==> config.mk <==
export PLATFORM = sky130hd
export DESIGN_NAME = uart_tx_fifo_flat
export DESIGN_NICKNAME = d
export VERILOG_FILES = /design/src/rtl/uart_tx_fifo_pkg.sv /design/src/rtl/uart_tx_fifo_if.sv /design/src/rtl/uart_tx_fifo_sync_fifo.sv /design/src/rtl/uart_tx_fifo.sv /design/src/flat_wrapper.sv
export SDC_FILE = /design/constraint.sdc
export NUM_CORES = 1
export LEC_CHECK = 0
export ABC_CLOCK_PERIOD_IN_PS = 4400
export CAP_MARGIN = 10
export CORE_UTILIZATION = 55
export DETAILED_ROUTE_END_ITERATION = 8
export GPL_ROUTABILITY_DRIVEN = 0
export PLACE_DENSITY = 0.8
export SYNTH_ARGS = -nofsm -noshare
export SYNTH_HDL_FRONTEND = slang
export SYNTH_HIERARCHICAL = 1
export SYNTH_SLANG_ARGS = --single-unit
export TNS_END_PERCENT = 10
==> constraint.sdc <==
create_clock -name sysclk -period 4.4 [get_ports sysclk]
set_clock_uncertainty 0.1 [all_clocks]
set_input_delay 0.88 -clock sysclk [delete_from_list [all_inputs] [get_ports sysclk]]
set_output_delay 0.88 -clock sysclk [all_outputs]
set_load 0.01 [all_outputs]
==> src/rtl/uart_tx_fifo_pkg.sv <==
// Shared types and constants for the buffered UART transmitter: FSM states,
// status bit positions and register offsets.
package uart_tx_fifo_pkg;

  typedef enum logic [1:0] {
    IDLE  = 2'd0,
    START = 2'd1,
    DATA  = 2'd2,
    STOP  = 2'd3
  } tx_state_e;

  localparam int unsigned ST_FULL      = 0;
  localparam int unsigned ST_EMPTY     = 1;
  localparam int unsigned ST_BUSY      = 2;
  localparam int unsigned ST_OVF       = 3;
  localparam int unsigned ST_COUNT_LSB = 8;
  localparam int unsigned ST_COUNT_W   = 8;

  localparam logic [31:0] OFS_DATA = 32'd0;
  localparam logic [31:0] OFS_STAT = 32'd4;

  // Assemble the status register word from its fields.
  function automatic logic [31:0] pack_status(input logic [ST_COUNT_W-1:0] count,
                                              input logic ovf,
                                              input logic busy,
                                              input logic empty,
                                              input logic full);
    logic [31:0] s;
    s                                = '0;
    s[ST_FULL]                       = full;
    s[ST_EMPTY]                      = empty;
    s[ST_BUSY]                       = busy;
    s[ST_OVF]                        = ovf;
    s[ST_COUNT_LSB +: ST_COUNT_W]    = count;
    return s;
  endfunction

endpackage

==> src/rtl/uart_tx_fifo_if.sv <==
// CPU data-memory bus slice seen by the UART: address, strobes, store data
// and the combinational load readback.
interface uart_tx_fifo_if;
  logic [31:0] addr;
  logic        is_store;
  logic        is_load;
  logic [31:0] w_data;
  logic [31:0] r_data;
  logic        hit;

  modport master (output addr, output is_store, output is_load, output w_data,
                  input  r_data, input hit);
  modport slave  (input  addr, input  is_store, input  is_load, input  w_data,
                  output r_data, output hit);
endinterface

==> src/rtl/uart_tx_fifo_sync_fifo.sv <==
// Synchronous FIFO; a push while full is still accepted when a pop happens on
// the same edge. Contents are not reset, only pointers and level.
module uart_tx_fifo_sync_fifo #(
  parameter int unsigned WIDTH = 8,
  parameter int unsigned DEPTH = 16
) (
  input  logic                         clk,
  input  logic                         rst_n,
  input  logic                         push_i,
  input  logic                         pop_i,
  input  logic [WIDTH-1:0]             din_i,
  output logic [WIDTH-1:0]             dout_c_o,
  output logic [$clog2(DEPTH+1)-1:0]   count_o,
  output logic                         full_o,
  output logic                         empty_o
);

  localparam int unsigned PTR_W = $clog2(DEPTH);
  localparam int unsigned CNT_W = $clog2(DEPTH + 1);
  localparam logic [CNT_W-1:0] CNT_FULL = CNT_W'(DEPTH);

  logic [WIDTH-1:0] mem_q [DEPTH];
  logic [PTR_W-1:0] wptr_q, wptr_d;
  logic [PTR_W-1:0] rptr_q, rptr_d;
  logic [CNT_W-1:0] count_q, count_d;
  logic             full_q, empty_q;
  logic             push_ok;

  assign push_ok = push_i && (!full_q || pop_i);

  always_comb begin
    wptr_d  = push_ok ? wptr_q + PTR_W'(1) : wptr_q;
    rptr_d  = pop_i   ? rptr_q + PTR_W'(1) : rptr_q;
    count_d = count_q + CNT_W'(push_ok) - CNT_W'(pop_i);
  end

  always_ff @(posedge clk or negedge rst_n) begin
    if (!rst_n) begin
      wptr_q  <= '0;
      rptr_q  <= '0;
      count_q <= '0;
      full_q  <= 1'b0;
      empty_q <= 1'b1;
    end else begin
      wptr_q  <= wptr_d;
      rptr_q  <= rptr_d;
      count_q <= count_d;
      full_q  <= (count_d == CNT_FULL);
      empty_q <= (count_d == '0);
    end
  end

  always_ff @(posedge clk) begin
    if (push_ok) begin
      mem_q[wptr_q] <= din_i;
    end
  end

  assign dout_c_o = mem_q[rptr_q];
  assign count_o  = count_q;
  assign full_o   = full_q;
  assign empty_o  = empty_q;

endmodule

==> src/rtl/uart_tx_fifo.sv <==
// Buffered UART transmitter on the CPU data bus: stores enqueue bytes, a
// status word reports level/busy/overflow, frames go out back-to-back.
module uart_tx_fifo
  import uart_tx_fifo_pkg::*;
#(
  parameter int unsigned CLK_HZ    = 100_000_000,
  parameter int unsigned BAUD      = 115200,
  parameter int unsigned DEPTH     = 16,
  parameter int unsigned DATA_BITS = 8,
  parameter int unsigned STOP_BITS = 1,
  parameter logic [31:0] BASE_ADDR = 32'hf6ff_f070
) (
  input  logic          sysclk,
  input  logic          cpu_resetn,
  uart_tx_fifo_if.slave bus,
  output logic          uart_tx
);

  localparam int unsigned DIV    = CLK_HZ / BAUD;
  localparam int unsigned BAUD_W = (DIV > 1) ? $clog2(DIV) : 1;
  localparam int unsigned BIT_W  = $clog2(DATA_BITS);
  localparam int unsigned CNT_W  = $clog2(DEPTH + 1);

  localparam logic [31:0]       DATA_ADDR = BASE_ADDR + OFS_DATA;
  localparam logic [31:0]       STAT_ADDR = BASE_ADDR + OFS_STAT;
  localparam logic [BAUD_W-1:0] BAUD_LAST = BAUD_W'(DIV - 1);
  localparam logic [BIT_W-1:0]  DATA_LAST = BIT_W'(DATA_BITS - 1);
  localparam logic [BIT_W-1:0]  STOP_LAST = BIT_W'(STOP_BITS - 1);

  if (DIV < 2) begin : g_bad_div
    $error("uart_tx_fifo: CLK_HZ/BAUD must be at least 2");
  end
  if (DEPTH < 2 || (DEPTH & (DEPTH - 1)) != 0) begin : g_bad_depth
    $error("uart_tx_fifo: DEPTH must be a power of two >= 2");
  end
  if (STOP_BITS != 1 && STOP_BITS != 2) begin : g_bad_stop
    $error("uart_tx_fifo: STOP_BITS must be 1 or 2");
  end
  if (DATA_BITS < 5 || DATA_BITS > 8) begin : g_bad_data
    $error("uart_tx_fifo: DATA_BITS must be in 5..8");
  end

  tx_state_e              state_q, state_d;
  logic [BAUD_W-1:0]      baud_q, baud_d;
  logic [BIT_W-1:0]       bit_q, bit_d;
  logic [DATA_BITS-1:0]   shift_q, shift_d;
  logic                   tx_q, tx_d;
  logic                   ovf_q, ovf_d;
  logic                   baud_tick;
  logic                   pop;

  logic                   data_sel, stat_sel;
  logic                   data_wr, stat_clr, ovf_set;
  logic [DATA_BITS-1:0]   fifo_dout;
  logic [CNT_W-1:0]       fifo_count;
  logic                   fifo_full, fifo_empty;
  logic                   unused_wdata;

  assign data_sel     = (bus.addr == DATA_ADDR);
  assign stat_sel     = (bus.addr == STAT_ADDR);
  assign data_wr      = bus.is_store && data_sel;
  assign stat_clr     = bus.is_store && stat_sel && bus.w_data[ST_OVF];
  assign unused_wdata = ^bus.w_data;

  uart_tx_fifo_sync_fifo #(
    .WIDTH (DATA_BITS),
    .DEPTH (DEPTH)
  ) u_fifo (
    .clk      (sysclk),
    .rst_n    (cpu_resetn),
    .push_i   (data_wr),
    .pop_i    (pop),
    .din_i    (bus.w_data[DATA_BITS-1:0]),
    .dout_c_o (fifo_dout),
    .count_o  (fifo_count),
    .full_o   (fifo_full),
    .empty_o  (fifo_empty)
  );

  // A dropped byte sets the sticky flag; setting beats a same-cycle clear.
  assign ovf_set = data_wr && fifo_full && !pop;
  assign ovf_d   = ovf_set || (ovf_q && !stat_clr);

  assign baud_tick = (baud_q == BAUD_LAST);

  // Next-state logic; tx_d is the line level for the state being entered.
  always_comb begin
    state_d = state_q;
    bit_d   = bit_q;
    shift_d = shift_q;
    tx_d    = tx_q;
    pop     = 1'b0;
    baud_d  = (state_q == IDLE || baud_tick) ? '0 : baud_q + BAUD_W'(1);
    case (state_q)
      IDLE: begin
        tx_d = 1'b1;
        if (!fifo_empty) begin
          pop     = 1'b1;
          shift_d = fifo_dout;
          tx_d    = 1'b0;
          bit_d   = '0;
          state_d = START;
        end
      end
      START: begin
        if (baud_tick) begin
          bit_d   = '0;
          tx_d    = shift_q[0];
          state_d = DATA;
        end
      end
      DATA: begin
        if (baud_tick) begin
          if (bit_q == DATA_LAST) begin
            bit_d   = '0;
            tx_d    = 1'b1;
            state_d = STOP;
          end else begin
            bit_d   = bit_q + BIT_W'(1);
            shift_d = shift_q >> 1;
            tx_d    = shift_q[1];
          end
        end
      end
      STOP: begin
        if (baud_tick) begin
          if (bit_q != STOP_LAST) begin
            bit_d = bit_q + BIT_W'(1);
          end else if (!fifo_empty) begin
            pop     = 1'b1;
            shift_d = fifo_dout;
            tx_d    = 1'b0;
            bit_d   = '0;
            state_d = START;
          end else begin
            bit_d   = '0;
            tx_d    = 1'b1;
            state_d = IDLE;
          end
        end
      end
      default: begin
        tx_d    = 1'b1;
        state_d = IDLE;
      end
    endcase
  end

  always_ff @(posedge sysclk or negedge cpu_resetn) begin
    if (!cpu_resetn) begin
      state_q <= IDLE;
      baud_q  <= '0;
      bit_q   <= '0;
      shift_q <= '0;
      tx_q    <= 1'b1;
      ovf_q   <= 1'b0;
    end else begin
      state_q <= state_d;
      baud_q  <= baud_d;
      bit_q   <= bit_d;
      shift_q <= shift_d;
      tx_q    <= tx_d;
      ovf_q   <= ovf_d;
    end
  end

  assign uart_tx = tx_q;

  // Load readback: status word at the status address, zero elsewhere.
  always_comb begin
    bus.hit    = bus.is_load && (data_sel || stat_sel);
    bus.r_data = '0;
    if (bus.is_load && stat_sel) begin
      bus.r_data = pack_status(ST_COUNT_W'(fifo_count), ovf_q, (state_q != IDLE),
                               fifo_empty, fifo_full);
    end
  end

endmodule

==> src/flat_wrapper.sv <==
// flat-port wrapper written by rule: the top's interface ports become plain ports
module uart_tx_fifo_flat import uart_tx_fifo_pkg::*;
#(
  parameter int unsigned CLK_HZ    = 100_000_000,
  parameter int unsigned BAUD      = 115200,
  parameter int unsigned DEPTH     = 16,
  parameter int unsigned DATA_BITS = 8,
  parameter int unsigned STOP_BITS = 1,
  parameter logic [31:0] BASE_ADDR = 32'hf6ff_f070
)
  (sysclk, cpu_resetn, uart_tx, bus_addr, bus_is_store, bus_is_load, bus_w_data, bus_r_data, bus_hit);
  uart_tx_fifo_if bus_i ();
  input  logic sysclk;
  input  logic cpu_resetn;
  output logic uart_tx;
  input wire logic [$bits(bus_i.addr)-1:0] bus_addr;
  input wire logic [$bits(bus_i.is_store)-1:0] bus_is_store;
  input wire logic [$bits(bus_i.is_load)-1:0] bus_is_load;
  input wire logic [$bits(bus_i.w_data)-1:0] bus_w_data;
  output wire logic [$bits(bus_i.r_data)-1:0] bus_r_data;
  output wire logic [$bits(bus_i.hit)-1:0] bus_hit;
  assign bus_i.addr = bus_addr;
  assign bus_i.is_store = bus_is_store;
  assign bus_i.is_load = bus_is_load;
  assign bus_i.w_data = bus_w_data;
  assign bus_r_data = bus_i.r_data;
  assign bus_hit = bus_i.hit;
  uart_tx_fifo #(.CLK_HZ(CLK_HZ), .BAUD(BAUD), .DEPTH(DEPTH), .DATA_BITS(DATA_BITS), .STOP_BITS(STOP_BITS), .BASE_ADDR(BASE_ADDR)) u_core (.sysclk(sysclk), .cpu_resetn(cpu_resetn), .bus(bus_i), .uart_tx(uart_tx));
endmodule
Yosys cells after proc, flatten, opt, wreduce, memory -nomap -nowiden
Memory sizes are Yosys's and may differ from the RTL's.
Cells that the tools add are included.
- bits in registers: 40
- bits in latches: 0
- memory bits (writable): 128
- ROM bits: 0
- input port bits: 68
- output and inout port bits: 34
- logic and storage cells: 94
- memories kept: 1
- $add $sub $neg: 6
- $mul: 0
- divide/modulo/power cells: 0
- order comparisons: 0
- eq/ne operators: 15
- shift operators: 0
- muxes and demuxes: 36
- bitwise operators: 0
- reductions and logical operators: 25
- memories (memory ; words ; width ; rd ports ; clocked after Yosys merged registers in ; wr ports ; line ; text):
    u_core.u_fifo.mem_q ; 16 ; 8 ; 1 ; 0 ; 1 ; uart_tx_fifo_sync_fifo.sv:22 ; logic [WIDTH-1:0] mem_q [DEPTH];
- operators with widths (operator ; number):
    $eq A32 B32 Y1 const B ; 2
    $mux W8 ; 5
    $pmux W8 S3 ; 1
    $mux W3 ; 6
    $mux W13 ; 1
    $mux W1 ; 12
    $mux W2 ; 6
    $pmux W3 S4 ; 1
    $add A10 B1 Y10 const B ; 1
    $eq A10 B10 Y1 const B ; 1
    $mux W10 ; 1
    $logic_and A1 B1 Y1 ; 9
    $add A4 B1 Y4 const B ; 2
    $ne A2 B1 Y1 const B ; 4
    $pmux W2 S4 ; 1
    $reduce_and A4 Y1 ; 2
    $ne A2 B2 Y1 const B ; 3
    $reduce_and A6 Y1 ; 1
    $reduce_bool A3 Y1 ; 2
    $add A5 B1 Y5 ; 1
    $eq A5 B5 Y1 const B ; 1
    $logic_not A5 Y1 ; 1
    $reduce_and A5 Y1 ; 1
    $sub A5 B1 Y5 ; 1
    10 further kinds ; 16

Logic depth before layout (Yosys ltp)
Gate-level depths: netlist of run 1.
- word-level depth: 9
- mapped depth: 16
- depth with buffers taken out: 16

Cells and area by module
Netlist of run 1, hierarchy kept.
- modules (own cells, without submodules) (module ; instances ; cells an instance ; area an instance (µm²) ; sequential area each (µm²)):
    uart_tx_fifo_sync_fifo ; 1 ; 290 ; 5730.5 ; 4220.3
    uart_tx_fifo ; 1 ; 183 ; 1759.2 ; 626.9

Worst setup path before layout of run 1
Ideal clock, no wire load.
- kind: input-to-reg
- start point: input bus_addr[8]
- end point: register u_core.u_fifo.empty_q, in the netlist u_core/u_fifo/empty_o
- arrival time: 4.109 ns
- path slack: 0.132 ns
- cell stages on the path: 13
- path through: or4b_1 or4_4 or3_4 nor3b_1 nand2_1 o21ai_0 ha_1 inv_1 fa_1 inv_1 nor4b_1 mux2i_1 o21ba_2
- cells in the longest elaborated chain, start to end: 6
- ends and longest elaborated chain (what ; line ; text):
    start, declared ; flat_wrapper.sv:16 ; input wire logic [$bits(bus_i.addr)-1:0] bus_addr;
    $eq A32 B32 Y1 ; uart_tx_fifo.sv:59 ; assign data_sel = (bus.addr == DATA_ADDR);
    $logic_and A1 B1 Y1 ; uart_tx_fifo.sv:61 ; assign data_wr = bus.is_store && data_sel;
    net u_core.data_wr ; uart_tx_fifo.sv:53 ; logic data_wr, stat_clr, ovf_set;
    $logic_and A1 B1 Y1 ; uart_tx_fifo_sync_fifo.sv:29 ; assign push_ok = push_i && (!full_q || pop_i);
    $add A5 B1 Y5 ; uart_tx_fifo_sync_fifo.sv:34 ; count_d = count_q + CNT_W'(push_ok) - CNT_W'(pop_i);
    $sub A5 B1 Y5 ; uart_tx_fifo_sync_fifo.sv:34 ;
    net u_core.u_fifo.count_d[1] ; uart_tx_fifo_sync_fifo.sv:25 ; logic [CNT_W-1:0] count_q, count_d;
    $logic_not A5 Y1 ; uart_tx_fifo_sync_fifo.sv:49 ; empty_q <= (count_d == '0);
    end signal, assigned ; uart_tx_fifo_sync_fifo.sv:49 ;
    end, declared ; uart_tx_fifo_sync_fifo.sv:26 ; logic full_q, empty_q;
The timed path passes the listed nets, and every way through them passes these cells.
A chain may end at the register's enable or synchronous reset.

Worst setup path in the final report of run 1
- start point: input bus_addr[10]
- end point: register u_core.u_fifo.empty_q, in the netlist u_core/u_fifo/empty_o
The elaborated chain is that of the path after synthesis.

==> results.json, run 1 <==
{
  "final_cell_mix": "128 x edfxtp_1, 39 x clkdlybuf4s50_1, 37 x dfrtp_1, 36 x buf_4, 30 x nor2_1",
  "ios": 102,
  "ctsRootBufferMaster": "clkbuf_16",
  "reg2reg_setup_slack_ns": 0.58,
  "p_seq_share_pct": 50.8,
  "tightestPinTransition_ns": 0.980,
  "slew_headroom_pct": 34.7,
  "start_util_pct": 56.6,
  "post_cts_buffers": 0,
  "yosysWarnings": 6,
  "cts_buffer_depth": 2,
  "hold_buffers": 0,
  "clock_latency_ns": 0.43,
  "final_common_cell": "edfxtp_1",
  "timing.rr.start": "u_core/baud_q[0]",
  "cp-endpoint": "u_core/u_fifo/empty_o",
  "reg2reg_depth": 14,
  "synthFlopType": "edfxtp_1",
  "synth-edff-count": 128,
  "max_cap_violations": 0,
  "comb_power_share_pct": 2.3,
  "cp-end-kind": "register",
  "cts_sinks": 168,
  "synth_xor_xnor_area_share_pct": 1.99,
  "final_cell_area_um2": 9010,
  "outcome": "complete, no violations",
  "required_ns": 4.68,
  "leakagePower_uw": 0.00340,
  "grt_pass1_wl_um": 25500,
  "cellInternalPower_uw": 2700,
  "synth_compound_area_share_pct": 3.61,
  "rr_endpoint": "u_core/u_fifo/empty_o",
  "rows": 42,
  "max_freq_mhz": 244,
  "cp-start-kind": "primary input",
  "worstPathMaxFanout": 3,
  "synth-adder-area-share_pct": 3.27,
  "syn_area_um2": 7490,
  "place_area_um2": 8340,
  "ant_nets": 0,
  "grt_overflow_total": 0,
  "drtIter0Drc": 424,
  "grt_use_total_pct": 25.2,
  "vias": 4425,
  "ys_ff_latch": 168,
  "drc_errors": 0,
  "synthMuxAreaShare_pct": 13.4,
  "post-route-period-util_pct": 93.0,
  "p_per_area_nw_per_um2": 374,
  "hp-class": "register to register",
  "wire_per_inst_um": 22.0,
  "drive_gt1_share_pct": 21.2,
  "die_area_um2": 14100,
  "stdcell_count": 755,
  "core-area_um2": 13200,
  "area_delta_synth_final_pct": 20.3,
  "final_util_pct": 68.0,
  "rsz0062_at_grt": "no",
  "fp.dieW_um": 119,
  "hold_viol": 0,
  "n_antenna_cell": 0,
  "final-setup-viol-count": 0,
  "grt_pass1_vias": 4645,
  "place_inst": 723,
  "cts_tree": "built",
  "syn_avg_cell_area_um2": 15.8,
  "h-tree-depth": 4,
  "synthCells": 473,
  "async_flop_share_pct": 23.8,
  "synth_top_family_by_area": "multiplexers",
  "yosysSeqAreaShare_pct": 64.7,
  "grt_antenna_before_repair": 0,
  "ir_drop_uv": 400,
  "cp_data_arrival_time_ns": 4.37,
  "numPortBuffers": 54,
  "cts_buffers": 17,
  "drt_pass1_iterations": 4,
  "synthDistinctLibCells": 53,
  "slew_viol_final": 0,
  "clkTransAtPathRegs_ns": 0.06,
  "wl_um": 16600,
  "grt_max_degree": 41,
  "critPathKind": "primary input to register",
  "min-delay-start": "u_core/baud_q[0]",
  "fp.dieH_um": 119,
  "viasPerCell": 5.86,
  "nNetsFinal": 653,
  "synth-simple-area-share_pct": 8.47,
  "swShare_pct": 19.7,
  "critPathLaunch": "bus_addr[10]",
  "timing.final.crit_period_ns": 4.09,
  "power_frac_clock_pct": 46.9,
  "hpwlAfterDp_um": 10700,
  "p_switching_uw": 664
}
==> metrics by stage <==
step	hold WS (ns)	power, µW	TNS [ns]	setup slack, ns
2_1_floorplan	0.353	1770	0	0.132
3_3_place_gp	0.374	1810	-9.17	-0.395
3_5_place_dp	0.385	1820	-15.70	-0.581
4_1_cts	0.393	3390	-0.0188	-0.0188
5_1_grt	0.426	3450	0	0.106
6_report	0.397	3370	0	0.307
==> registers in the layout, indices dropped and copies added (netlist names) <==
name	count
u_core/u_fifo/empty_o	1
u_core/u_fifo/rptr_q	4
u_core/uart_tx	1
u_core/u_fifo/mem_q	128
u_core/u_fifo/full_o	1
u_core/u_fifo/wptr_q	4
u_core/baud_q	10
u_core/shift_q	8
u_core/bit_q	3
u_core/u_fifo/count_o	5
u_core/state_q	2
u_core/ovf_q	1
==> how the worst min path moves through the flow <==
stage	endpoint	cells past startpoint	slack [ns]
2_1_floorplan	u_core/ovf_q	2	0.35
3_3_place_gp	u_core/baud_q[0]	1	0.37
3_5_place_dp	u_core/baud_q[0]	1	0.38
4_1_cts	u_core/baud_q[0]	1	0.39
5_1_grt	u_core/shift_q[5]	1	0.43
6_report	u_core/baud_q[0]	1	0.40
==> layer usage <==
metal	vias up	share of wire (%)	global-route usage, %
met5	-	0	0
met4	0	2.4	10.2
met3	30	6.7	6.52
met2	182	51	41.5
met1	2267	40	31.9
li1	1946	-	-
==> final cells by class <==
type / count / area, µm²
fillers: 891 / 4230
clock inverters: 13 / 193
flip-flops and latches: 168 / 4850
clock buffers: 19 / 433
repair buffers: 90 / 803
multi-input cells: 269 / 2430
inverters: 20 / 77.6
well taps: 176 / 220
==> cell usage after synthesis, types with 8 or more instances <==
cell type | number | area (µm²)
a22oi_1 | 17 | 128
and2_1 | 10 | 62.6
buf_4 | 24 | 180
clkbuf_1 | 8 | 30.0
dfrtp_1 | 38 | 951
edfxtp_1 | 128 | 3840
ha_1 | 18 | 225
inv_1 | 20 | 75.1
mux2_2 | 19 | 214
mux4_1 | 13 | 342
mux4_2 | 19 | 428
nand2_1 | 24 | 90.1
nor2_1 | 30 | 113
nor3_1 | 11 | 55.1
xnor2_1 | 12 | 105
==> cells by family (layout without fill, tap and decap cells) <==
group                      Yosys count  count (layout)
buffers and inverters               58             142
muxes                               53              53
AOI/OAI and AO/OA                   38              38
adders and majority gates           19              19
xor gates and xnor gates            17              17
and+or+nand+nor                    119             119
other                                1              23
DFF                                168             168
==> worst max-delay path, cell delays in order <==
cell and delay, ns:
dlymetal6s2s_1 0.12, or4b_1 0.51, or4_4 0.55, or3_4 0.40, nor3b_4 0.20, nand2_1 0.08
o21ai_1 0.16, ha_2 0.21, inv_2 0.04, fa_2 0.55, inv_4 0.05, nor4b_4 0.25
mux2i_1 0.12, o21ba_2 0.24
==> power groups by stage <==
stage               Clock, µW  Sequential, µW  Combinational, µW
floorplan                   0            1740               26.9
global placement            0            1740               72.9
detailed placement          0            1740               77.3
CTS                      1600            1710               78.2
global route             1660            1710               83.8
finish                   1580            1710               77.7
==> repair_timing <==
action	4_1_cts	5_1_grt
endpoints found under the setup margin	12	3
pin swaps	0	10
resized for setup	12	14
Power figures use the tool's default switching activity.
==> inputs of run 2 (changes only) <==
CORE_ASPECT_RATIO = 1.25   (was not set)
SLEW_MARGIN = 20   (was not set)
==> results.json, run 2 (synthesized netlist as in run 1, its figures left out) <==
{
  "p_per_area_nw_per_um2": 361,
  "top_regs": "u_core/u_fifo/mem_q (128), u_core/baud_q (10), u_core/shift_q (8)",
  "p_switching_uw": 671,
  "comb_power_share_pct": 2.4,
  "worstPathMaxFanout": 7,
  "cp_slowest_cell": "or4_4",
  "cp.buffers_inverters": 4,
  "power_frac_clock_pct": 44.3,
  "final-setup-viol-count": 0,
  "fp.dieH_um": 132,
  "area_delta_synth_final_pct": 18.5,
  "p_seq_share_pct": 53.3,
  "critPathKind": "primary input to output pin",
  "drt_pass1_iterations": 4,
  "post-route-period-util_pct": 91.6,
  "ios": 102,
  "ant_nets": 0,
  "wl_um": 14800,
  "timing.final.crit_period_ns": 4.03,
  "final_cell_area_um2": 8880,
  "hp-class": "register to register",
  "hold_viol": 0,
  "start_util_pct": 56.4,
  "swShare_pct": 20.9,
  "n_antenna_cell": 0,
  "cp-end-kind": "output pin",
  "numPortBuffers": 54,
  "place_inst": 710,
  "outcome": "complete, no violations",
  "grt_use_total_pct": 22.2,
  "wire_per_inst_um": 19.9,
  "cts_buffers": 17,
  "grt_pass1_vias": 4296,
  "fillCellCount": 935,
  "die_area_um2": 14100,
  "cts_buffer_depth": 2,
  "hpwlAfterDp_um": 9750,
  "max_cap_violations": 0,
  "fp.dieW_um": 106,
  "cp-start-kind": "primary input",
  "final_cell_mix": "128 x edfxtp_1, 39 x clkdlybuf4s50_1, 37 x dfrtp_1, 30 x nor2_1, 28 x buf_4",
  "h-tree-depth": 4,
  "final_common_cell": "edfxtp_1",
  "vias": 4220,
  "grt_overflow_total": 0,
  "place_area_um2": 8270,
  "cpMostUsedCell": "buf_4",
  "cts_tree": "built",
  "post_cts_buffers": 0,
  "hold_buffers": 0,
  "required_ns": 3.42,
  "cpPeakStageDelay_ns": 0.55,
  "nNetsFinal": 645,
  "cellInternalPower_uw": 2530,
  "grt_antenna_before_repair": 0,
  "cp_top_family": "simple AND/OR/NAND/NOR gates",
  "pre_cts_ws_ns": -0.427,
  "leakagePower_uw": 0.00333,
  "slew_headroom_pct": 39.1,
  "rows": 47,
  "cts_sinks": 168,
  "cp_data_arrival_time_ns": 3.05,
  "path_cells": "dlymetal6s2s_1 -> or4b_4 -> or4_4 -> buf_4 -> nor4_2 -> buf_4 -> and2_1 -> dlygate4sd2_1",
  "rsz0062_at_grt": "no",
  "slew_viol_final": 0,
  "drtIter0Drc": 267,
  "ir_drop_uv": 273,
  "ctsRootBufferMaster": "clkbuf_16",
  "drc_errors": 0,
  "grt_max_degree": 41,
  "max_freq_mhz": 248,
  "top_register": "u_core/u_fifo/mem_q",
  "grt_pass1_wl_um": 22500,
  "multiInputGateArea_um2": 2430,
  "clock_latency_ns": 0.43,
  "final_util_pct": 66.8,
  "clkTransAtPathRegs_ns": 0.06,
  "viasPerCell": 5.69,
  "largest_register_ffs": 128,
  "drive_gt1_share_pct": 20.8,
  "core-area_um2": 13300,
  "stdcell_count": 742,
  "regArea_um2": 4850,
  "worst_slack_ns": 0.371,
  "tightestPinTransition_ns": 0.914
}
-- run 2: layout make-up --
class / instances / area share (%)
clock buffers: 17 / 4.79
clock inverters: 15 / 1.62
inverters: 20 / 0.846
multi-input cells: 269 / 27.4
flip-flops and latches: 168 / 54.6
well taps: 171 / 2.41
repair buffers: 82 / 8.37
-- run 2: metrics by stage --
stage | total power [µW] | hold WS, ns | TNS, ns
6_report | 3210 | 0.404 | 0
4_1_cts | 3230 | 0.398 | 0
3_5_place_dp | 1820 | 0.390 | -3.71
5_1_grt | 3300 | 0.422 | 0
2_1_floorplan | 1770 | 0.353 | 0
3_3_place_gp | 1820 | 0.372 | -2.58
-- run 2: power by group through the flow --
| stage | Sequential [µW] | Clock (µW) | Combinational (µW) |
|---|---|---|---|
| after detailed placement | 1740 | 0 | 77.4 |
| final | 1710 | 1420 | 77.0 |
| after floorplan | 1740 | 0 | 26.9 |
| after global placement | 1740 | 0 | 74.0 |
| after CTS | 1710 | 1440 | 77.5 |
| after global routing | 1710 | 1510 | 84.0 |
-- run 2: metal layers --
metal | part of all wire, % | global-route usage, % | up-vias
met2 | 52 | 37.8 | 127
met3 | 5.1 | 4.48 | 27
met1 | 40 | 27.2 | 2135
met5 | 0 | 0 | -
li1 | - | - | 1931
met4 | 2.7 | 10.0 | 0
-- run 2: timing repair --
action / CTS / global route
pin swaps: 0 / 11
gates resized for setup: 11 / 14
endpoints found under the setup margin: 11 / 2
endpoints found under the hold margin: 0 / 0
-- run 2: path summary, 6_finish.rpt --
kind | slack [ns] | from | to | cells after the start
hold reg to reg | 0.40 | u_core/baud_q[0] | u_core/baud_q[0] | 1
setup reg to reg | 0.75 | u_core/baud_q[0] | u_core/u_fifo/empty_o | 14
min in group asynchronous | 0.49 | cpu_resetn | u_core/baud_q[4] | 1
hold / removal | 0.40 | u_core/baud_q[0] | u_core/baud_q[0] | 1
setup / recovery | 0.37 | bus_addr[10] | bus_r_data[8] | 8
max in group asynchronous | 3.09 | cpu_resetn | u_core/u_fifo/rptr_q[0] | 1
==> inputs of run 3 (changes only) <==
REMOVE_ABC_BUFFERS = 1   (was not set)
==> results.json, run 3 (synthesized netlist as in run 1, its figures left out) <==
{
  "outcome": "complete, no violations",
  "cp_slowest_cell": "or4_4",
  "required_ns": 3.42,
  "ir_drop_uv": 245,
  "post-route-period-util_pct": 94.0,
  "fp.dieW_um": 106,
  "ios": 102,
  "die_area_um2": 14100,
  "ant_nets": 0,
  "final_util_pct": 66.7,
  "cpPeakStageDelay_ns": 0.55,
  "hp-class": "register to register",
  "n_antenna_cell": 0,
  "tightestPinTransition_ns": 0.923,
  "cts_sinks": 168,
  "slew_viol_final": 0,
  "top_register": "u_core/u_fifo/mem_q",
  "grt_max_degree": 41,
  "cts_tree": "built",
  "rr_endpoint": "u_core/u_fifo/empty_o",
  "numPortBuffers": 54,
  "reg2reg_setup_slack_ns": 0.71,
  "cts_buffer_depth": 2,
  "worstHoldPathCells": 1,
  "max_cap_violations": 0,
  "hpwlAfterDp_um": 9560,
  "h-tree-depth": 4,
  "timing.rr.start": "u_core/baud_q[0]",
  "hold_viol": 0,
  "max_freq_mhz": 242,
  "vias": 4194,
  "top_regs": "u_core/u_fifo/mem_q (128), u_core/baud_q (10), u_core/shift_q (8)",
  "total_power_uw": 3180,
  "grt_antenna_before_repair": 0,
  "core-area_um2": 13300,
  "viasPerCell": 5.65,
  "final_cell_mix": "128 x edfxtp_1, 39 x clkdlybuf4s50_1, 37 x dfrtp_1, 30 x nor2_1, 28 x buf_4",
  "leakagePower_uw": 0.00331,
  "cp-start-kind": "primary input",
  "hold_buffers": 0,
  "fp.dieH_um": 132,
  "whs_endpoint": "u_core/baud_q[0]",
  "cpMostUsedCell": "buf_4",
  "largest_register_ffs": 128,
  "clock_latency_ns": 0.41,
  "pre_cts_ws_ns": -0.520,
  "final_common_cell": "edfxtp_1",
  "slew_headroom_pct": 38.5,
  "start_util_pct": 56.4,
  "drc_errors": 0,
  "grt_pass1_vias": 4326,
  "ctsRootBufferMaster": "clkbuf_16",
  "critPathLaunch": "bus_addr[10]",
  "final-setup-viol-count": 0,
  "worst_slack_ns": 0.263,
  "clkTransAtPathRegs_ns": 0.06,
  "reg2reg_depth": 14,
  "rsz0062_at_grt": "no",
  "timing.final.crit_period_ns": 4.14,
  "nNetsFinal": 645,
  "wl_um": 14700,
  "drive_gt1_share_pct": 20.3,
  "min-delay-start": "u_core/baud_q[0]",
  "grt_use_total_pct": 21.9,
  "cts_buffers": 17,
  "rows": 47,
  "path_cells": "dlymetal6s2s_1 -> or4b_4 -> or4_4 -> or3_4 -> buf_4 -> buf_4 -> nor3_1 -> dlygate4sd2_1",
  "drtIter0Drc": 299,
  "p_per_area_nw_per_um2": 358,
  "area_delta_synth_final_pct": 18.4,
  "grt_pass1_wl_um": 22500,
  "wire_per_inst_um": 19.7,
  "critPathKind": "primary input to output pin",
  "worstPathMaxFanout": 4,
  "drt_pass1_iterations": 4,
  "cp_data_arrival_time_ns": 3.16,
  "cp-end-kind": "output pin",
  "grt_overflow_total": 0
}
run 3: final cells by class:
type                       instances  area [µm²]
inverter                          20        75.1
clock buffer                      19         433
fill                             913        4420
clock inverter                    13         120
sequential                       168        4850
multi-input combinational        269        2430
timing repair buffer              82         743
tap                              171         214
run 3: stage by stage:
| step | area [µm²] | setup TNS [ns] | hold slack (ns) | std cells |
|---|---|---|---|---|
| 2_1_floorplan | 7310 | 0 | 0.353 | 457 |
| 3_3_place_gp | 8260 | -1.67 | 0.369 | 709 |
| 3_5_place_dp | 8260 | -2.41 | 0.377 | 709 |
| 4_1_cts | 8820 | 0 | 0.385 | 741 |
| 5_1_grt | 8870 | 0 | 0.411 | 742 |
| 6_report | 8870 | 0 | 0.384 | 742 |
run 3: worst max-delay path by stage:
stage,endpoint,slack [ns]
floorplan,u_core/u_fifo/empty_o,0.13
global placement,u_core/u_fifo/empty_o,-0.41
detailed placement,u_core/u_fifo/empty_o,-0.52
CTS,u_core/u_fifo/empty_o,0.02
global route,u_core/u_fifo/empty_o,0.14
finish,bus_r_data[2],0.26
run 3: timing repair:
item,CTS,global route
endpoints found under the setup margin,12,3
gates resized for setup,12,14
pin swaps,0,10
buffers inserted,0,1
run 3: per-layer routing:
metal  track usage, %  part of all wire, %
met2             37.9                   54
met1             25.6                   37
met3             4.88                  5.2
met5                0                    0
met4             10.6                  3.0
run 3: power breakdown:
part	leakage, µW	switching [µW]	internal, µW
clock	0.000256	609	784
combinational	0.00141	39.2	34.6
sequential	0.00164	0.00319	1710
total	0.00331	649	2530
run 3: critical path: cells and delay by family:
family | cells | cell delay, ns
simple gates | 4 | 1.59
buf+inv | 4 | 0.68
